**src/rtl/seed_accum.sv**
```systemverilog
// seed_accum: registered seed accumulator.
// Captures an initial seed on start, then adds num_terms incoming seed terms.
// Each term is accepted on one valid/ready beat. The final sum is presented
// with a valid/ready handshake and a sticky carry/overflow flag.
// Optional build macro SEED_ACCUM_SAT_EN makes the addition saturate instead
// of wrap. With the macro undefined, the addition wraps modulo 2^WIDTH.
module seed_accum #(
  parameter int WIDTH = 16,
  parameter int CNT_W = 8
) (
  input  logic             clk,
  input  logic             rst_n,
  input  logic             start,
  input  logic [WIDTH-1:0] init_seed,
  input  logic [CNT_W-1:0] num_terms,
  input  logic [WIDTH-1:0] nseed,
  input  logic             in_valid,
  output logic             in_ready,
  output logic [WIDTH-1:0] z,
  output logic             carry,
  output logic             out_valid,
  input  logic             out_ready,
  output logic             busy
);

  localparam logic [1:0] IDLE  = 2'd0;
  localparam logic [1:0] ACCUM = 2'd1;
  localparam logic [1:0] DONE  = 2'd2;

  localparam logic [CNT_W-1:0] CNT_ONE  = CNT_W'(1);
  localparam logic [CNT_W-1:0] CNT_ZERO = '0;

  logic [1:0]       state;
  logic [1:0]       state_nx;
  logic [CNT_W-1:0] cnt;
  logic [WIDTH:0]   sum;
  logic [WIDTH-1:0] z_add;
  logic             accept;

  // Handshake and status outputs are pure decodes of the state register.
  // This keeps them glitch-free relative to the state and keeps their reset value exact.
  assign in_ready  = (state == ACCUM);
  assign out_valid = (state == DONE);
  assign busy      = (state != IDLE);
  assign accept    = in_valid & in_ready;

  // The adder is one bit wider than WIDTH. Bit WIDTH of the sum is the carry out of the MSB.
  assign sum = {1'b0, z} + {1'b0, nseed};

  // Choose the value z takes when a term is accepted: saturated or wrapped.
  always_comb begin
    // NOTE: give every always_comb output a default first so no path leaves it
    // unassigned; an unassigned path infers a latch.
    z_add = sum[WIDTH-1:0];
`ifdef SEED_ACCUM_SAT_EN
    // Clamp to all-ones on overflow. Once z is all-ones, any nonzero term
    // overflows again, so z stays saturated for the rest of the run.
    if (sum[WIDTH]) begin
      z_add = '1;
    end
`else
    // Wrap modulo 2^WIDTH. The dropped carry bit is kept in the sticky carry flag.
    z_add = sum[WIDTH-1:0];
`endif
  end

  // Next-state logic for the IDLE -> ACCUM -> DONE -> IDLE sequence.
  always_comb begin
    state_nx = state;
    case (state)
      IDLE: begin
        if (start) begin
          state_nx = (num_terms == CNT_ZERO) ? DONE : ACCUM;
        end
      end
      ACCUM: begin
        if (accept && (cnt == CNT_ONE)) begin
          state_nx = DONE;
        end
      end
      DONE: begin
        // start is ignored here, even when it is high in the same cycle as out_ready.
        if (out_ready) begin
          state_nx = IDLE;
        end
      end
      default: state_nx = IDLE;
    endcase
  end

  // State register. An asynchronous reset drops any run in progress straight back to IDLE.
  always_ff @(posedge clk or negedge rst_n) begin
    // NOTE: use non-blocking assignments in clocked blocks so every register
    // samples the values from before the edge, whatever order the statements are in.
    if (!rst_n) begin
      state <= IDLE;
    end else begin
      state <= state_nx;
    end
  end

  // Datapath registers. Load them on start; update them on each accepted term.
  // In DONE and in IDLE, hold z and carry so the result stays readable until the next run.
  always_ff @(posedge clk or negedge rst_n) begin
    if (!rst_n) begin
      z     <= '0;
      carry <= 1'b0;
      cnt   <= '0;
    end else begin
      case (state)
        IDLE: begin
          if (start) begin
            z     <= init_seed;
            carry <= 1'b0;
            cnt   <= num_terms;
          end
        end
        ACCUM: begin
          if (accept) begin
            z     <= z_add;
            carry <= carry | sum[WIDTH];
            cnt   <= cnt - CNT_ONE;
          end
        end
        default: begin
          // DONE: the result is held until the consumer takes it.
        end
      endcase
    end
  end

endmodule

```
**config.mk**
```make
export PLATFORM = sky130hd
export DESIGN_NAME = seed_accum
export DESIGN_NICKNAME = d
export VERILOG_FILES = /design/src/rtl/seed_accum.sv
export SDC_FILE = /design/constraint.sdc
export NUM_CORES = 1
export LEC_CHECK = 0
export CORE_UTILIZATION = 28
export CTS_CLUSTER_DIAMETER = 150
export DETAILED_ROUTE_END_ITERATION = 12
export GPL_ROUTABILITY_DRIVEN = 0
export PLACE_DENSITY = 0.64
export RECOVER_POWER = 100
export SYNTH_ARGS = -nofsm -noshare
export SYNTH_HDL_FRONTEND = slang
export SYNTH_SLANG_ARGS = --single-unit
```
**constraint.sdc**
```tcl
create_clock -name clk -period 2 [get_ports clk]
set_input_delay 0.6 -clock clk [delete_from_list [all_inputs] [get_ports clk]]
set_output_delay 0.6 -clock clk [all_outputs]
set_load 0.005 [all_outputs]
```
Word-level counts from Yosys, hierarchy flattened
Index checks and enable logic that the tools add are counted. Widths: inputs -> output; s select.

Register bits: 27. Bits of input ports: 45. Output and inout bits: 20. Word-level logic and storage cells: 36.

Add/subtract/negate cells: 2. Equal/unequal tests: 7. Multiplexer cells: 14. Bitwise operators: 2. Reductions and logical operators: 7.

Operator list (number): $mux 16 (2); $pmux 16 s2 (1); $add 16x16->17 (1); $mux 8 (2); $pmux 8 s2 (1); $eq 8x1->1 const B (1); $logic_not 8->1 (1); $mux 2 (4); $sub 8x1->8 const B (1); $ne 2x1->1 const B (3); $pmux 2 s3 (1); $reduce_and 3->1 (2); $reduce_bool 2->1 (2); $eq 2x1->1 const B (1); $eq 2x2->1 const B (1); $logic_not 2->1 (1); $mux 1 (2); $ne 2x2->1 const B (1); $pmux 1 s2 (1); $and 1x1->1 (1); $logic_and 1x1->1 (1); $or 1x1->1 (1).

Logic depth before layout (Yosys ltp)
Gate-level depths: netlist (run 1).

Word-level depth: 5. Mapped depth: 7. Mapped depth without buffers: 7.

Worst setup path after synthesis (run 1)
OpenSTA, ideal clock, no wires.

Path kind: input to register. Start point: input port nseed[0]. End point: register z[10]. Setup time: 0.129 ns. Arrival time: 2.231 ns. Data required time: 1.871 ns. Setup slack: -0.360 ns. Stages: 7. Path buffers: 0. Cell sequence: ha_1 fa_1 a21o_1 a311o_1 a41oi_1 xor2_1 o21ai_1.

Word-level cells in the longest chain between the ends: 3.

Ends and longest elaborated chain: from (decl) (RTL line 16) `input logic [WIDTH-1:0] nseed,`; $add 16x16->17 (RTL line 48) `assign sum = {1'b0, z} + {1'b0, nseed};`; $mux 16 (RTL line 119) `if (accept) begin`; $pmux 16 s2 (RTL line 110) `case (state)`; to (signal assigned) (RTL line 113) `z <= init_seed;`; to (signal assigned) (RTL line 120) `z <= z_add;`; to (decl) (RTL line 19) `output logic [WIDTH-1:0] z,`.

Every way passes these cells. The select of a mux whose other input is x is not followed. A chain may end at the register's enable or synchronous reset.

Final worst setup path (run 1)
Start point: register z[0]. End point: register z[10].

Word-level cells in the longest chain between the ends: 3.

Ends and longest elaborated chain (RTL line): $add 16x16->17 (48); $mux 16 (119); $pmux 16 s2 (110).

Every way passes these cells. The select of a mux whose other input is x is not followed.

==> impl_metrics.csv, run 1 <==
group,metric,value,unit
setup_path,crit_path_max_incr_delay,0.42,ns
global_routing,grt_max_degree,35,
yosys,synth-seq-cells,27,
yosys,ys_top_cells_by_area,"dfrtp_1 (31%), ha_1 (10%), a21oi_1 (6.8%)",
clock_network,cts_root_buffer,"clkbuf_8",
die,core,7410,um^2
place,dpl.hpwl,5.53,mm
clock_network,cts_buffers,3,
yosys,yosysSeqAreaShare,30.8,%
sta,fin_skew,0.00950,ns
run_status,status,"finished, violations left",
yosys,synthesis.area,2200,um^2
clock_network,clkTransAtPathRegs,0.10,ns
die,die_h,90.6,um
sta,max_slew_margin,50.0,%
power_and_ir_drop,seqPwrFrac,20.2,%
setup_path,worst_r2r_endpoint,"z[10]",
power_and_ir_drop,totalPowerFinal,5.52,mW
power_and_ir_drop,p_leak,1.54,nW
run_status,violations,"negative setup slack",
sta,max_freq,465,MHz
cells_and_area,diodes,0,
place,io_buffers,64,
global_routing,met1_usage,23.2,%
setup_path,start_kind,"flop",
global_routing,overflow,0,
global_routing,grt_usage,18.0,%
sta,fin_crit_sh,107,%
power_and_ir_drop,combPwrFrac,73.9,%
routing,viasPerCell,5.24,
sta,drv_slew,0,
setup_path,crit_type,"flop to flop",
setup_path,crit_chain,"ha_4 -> fa_2 -> a21o_1 -> a311o_1 -> buf_4 -> a41oi_2 -> xor2_1 -> o21ai_1",
clock_network,holdBufCountCts,0,
sta,fin_ws,-0.149,ns
yosys,postSynthNetCount,335,
place,dpl.cell_count,475,
yosys,synthCells,271,
yosys,synth_edf_count,0,
routing,drcViolationCount,0,
setup_path,cp.arrival,2.31,ns
die,fp.dieArea,8200,um^2
routing,firstDrtPassIters,4,
worst_hold_path,whs_path_depth,2,
clock_network,htree_levels,1,
global_routing,gr-max-usage-layer,"met2",
global_routing,grt_pass1_wl,12.2,mm
clock_network,cts.sinks,27,
yosys,synthTopCellsByCount,"a21oi_1 (30), nor2_1 (28), dfrtp_1 (27)",
global_routing,antenna_found_initial,0,
cells_and_area,area_growth,63.6,%
die,fp.dieW,90.6,um
yosys,synth-warning-count,0,
setup_path,required,2.16,ns
routing,drtIter0Drc,147,
yosys,post-synth-top-area-cell,"dfrtp_1",
global_routing,grt_pass1_vias,2627,
worst_hold_path,hp-class,"flop to flop",
setup_path,cp-startpoint,"z[0]",
setup_path,worst-path-max-fanout,4,
sta,worst_pin_slew,0.749,ns
sta,finalSetupViolCount,7,
setup_path,path_depth,8,
yosys,yosysMostFrequentCell,"a21oi_1",
clock_network,clk_latency,0.27,ns
cells_and_area,layout-drive-gt1-share,24.7,%
power_and_ir_drop,intPower,3.05,mW
power_and_ir_drop,clkPwrFrac,5.9,%
yosys,synth_ff_type,"dfrtp_1",
clock_network,cts_buffer_depth,2,
cells_and_area,finalNetCount,449,
sta,rsz0062_at_grt,"yes",
power_and_ir_drop,swShare,44.7,%
power_and_ir_drop,p_per_area,1540,nW/um^2
setup_path,critical_path_buf_inv_count,1,
clock_network,cts_tree,"built",
cells_and_area,fillers,716,
routing,routed_wirelength,7.40,mm
routing,ant_nets,0,
yosys,ys_types,51,
setup_path,cp_top_family,"compound AO/OA/AOI/OAI gates",
setup_path,cp-endpoint,"z[10]",
die,start_util,29.6,%
setup_path,regToRegSetupSlack,-0.15,ns
power_and_ir_drop,vdd_drop_max,0.000501,V
setup_path,cpMaxStageDelayCell,"dfrtp_1",
die,fp-row-count,31,
yosys,async_flop_share,100,%
routing,wl_per_cell,15.3,um
power_and_ir_drop,power.net_switching,2.47,mW
routing,vias,2533,
cells_and_area,final_cells,483,
yosys,synth_top_area_share,30.8,%
global_routing,met2_usage,31.5,%
flow_run,drv_cap,0,
yosys,syn-mean-instance-area,8.10,um^2
setup_path,ff2ff_path_depth,8,
sta,fin_crit,2.15,ns
setup_path,cp-end-kind,"flop",
sta,hold_viol_final,0,
global_routing,grt_util_met3,1.85,%
die,ios,65,
setup_path,regToRegStartpoint,"z[0]",
-- stage by stage --
step / util [%] / setup WS, ns / hold slack (ns) / TNS [ns] / instance area [um^2]
6_report: 48.5 / -0.149 / 0.514 / -0.525 / 3590
5_1_grt: 48.5 / -0.202 / 0.530 / -1.60 / 3590
4_1_cts: 47.8 / -0.197 / 0.520 / -0.992 / 3540
3_5_place_dp: 45.4 / -0.847 / 0.496 / -9.35 / 3360
3_3_place_gp: 45.4 / -0.811 / 0.482 / -8.72 / 3360
2_1_floorplan: - / -0.227 / 0.304 / -0.734 / 2260
-- layer usage --
| layer | vias to the layer above | part of all wire, % | wire length [um] |
|---|---|---|---|
| met5 | - | 0 | 0 |
| met4 | 0 | 1.8 | 135 |
| met3 | 12 | 4.2 | 309 |
| met2 | 60 | 50 | 3700 |
| met1 | 1219 | 44 | 3250 |
| li1 | 1242 | - | - |
-- cell families (layout without fill, tap and decap cells) --
kind of cell               Yosys count  count (layout)  synth area share [%]
adders and majority gates           19              19                  11.2
xor gates and xnor gates             7               7                  2.79
DFF                                 27              27                  30.8
and+or+nand+nor                     94              94                  21.0
muxes                                1               1                 0.456
AOI/OAI and AO/OA                  101             101                  29.5
buffers and inverters               22             135                  4.33
-- sequential cells by signal, indices dropped and copies added, names as in the netlist --
signal  flops
carry       1
cnt         8
state       2
z          16
-- tightest hold or removal path, stage by stage (launching register included) --
cell and delay [ns]:
dfrtp_1 0.36, nand2_1 0.05, o21ai_0 0.07
-- how the worst min path moves through the flow --
stage | from | end | slack [ns]
4_1_cts | cnt[7] | cnt[7] | 0.52
3_3_place_gp | cnt[7] | cnt[7] | 0.48
2_1_floorplan | rst_n | carry | 0.30
6_report | cnt[7] | cnt[7] | 0.51
5_1_grt | cnt[7] | cnt[7] | 0.53
3_5_place_dp | cnt[7] | cnt[7] | 0.50
-- power groups by stage --
| stage | Clock, mW | Combinational [mW] | Sequential (mW) |
|---|---|---|---|
| floorplan | 0 | 2.09 | 1.07 |
| global placement | 0 | 3.65 | 1.09 |
| detailed placement | 0 | 3.74 | 1.09 |
| CTS | 0.341 | 3.99 | 1.11 |
| global route | 0.347 | 4.48 | 1.16 |
| finish | 0.326 | 4.08 | 1.12 |
-- timing repair --
item | CTS | global route
pin swaps | 27 | 16
resized for setup | 44 | 26
hold endpoints to repair | 0 | 0
endpoints found under the setup margin | 16 | 16
buffers inserted | 5 | 2
-- layout by cell type, fill, tap and decap left out, drive strengths merged, types with 3 or more instances in the layout --
master         count
buf               52
clkdlybuf4s50     33
a21oi             30
nor2              28
dfrtp             27
nand2             22
o21ai             19
ha                18
dlygate4sd3       15
clkbuf            14
dlygate4sd2        9
a31oi              9
inv                7
nand4              7
and3               7
a21o               7
nand3              7
nor3               5
o21a               5
nor4               4
a211o              4
xnor2              4
o211ai             3
a31o               3
a22oi              3
xor2               3
clkdlybuf4s15      3
a41oi              3
nand2b             3
-- final cells by class --
class	count	area [um^2]	area share [%]
flip-flops and latches	27	676	18.8
clock buffers	4	45.0	1.25
multi-input cells	222	1660	46.1
inverters	7	26.3	0.731
well taps	99	124	3.45
repair buffers	124	1070	29.7
Power figures use the tool's default switching activity.
==> inputs of run 2 (changes only) <==
--- a/config.mk
+++ b/config.mk
@@ -11,6 +11,7 @@
 export GPL_ROUTABILITY_DRIVEN = 0
 export PLACE_DENSITY = 0.64
 export RECOVER_POWER = 100
+export SLEW_MARGIN = 25
 export SYNTH_ARGS = -nofsm -noshare
 export SYNTH_HDL_FRONTEND = slang
 export SYNTH_SLANG_ARGS = --single-unit
==> results of run 2 <==
No change in the layout: final DEF, timing and power equal those of run 1.
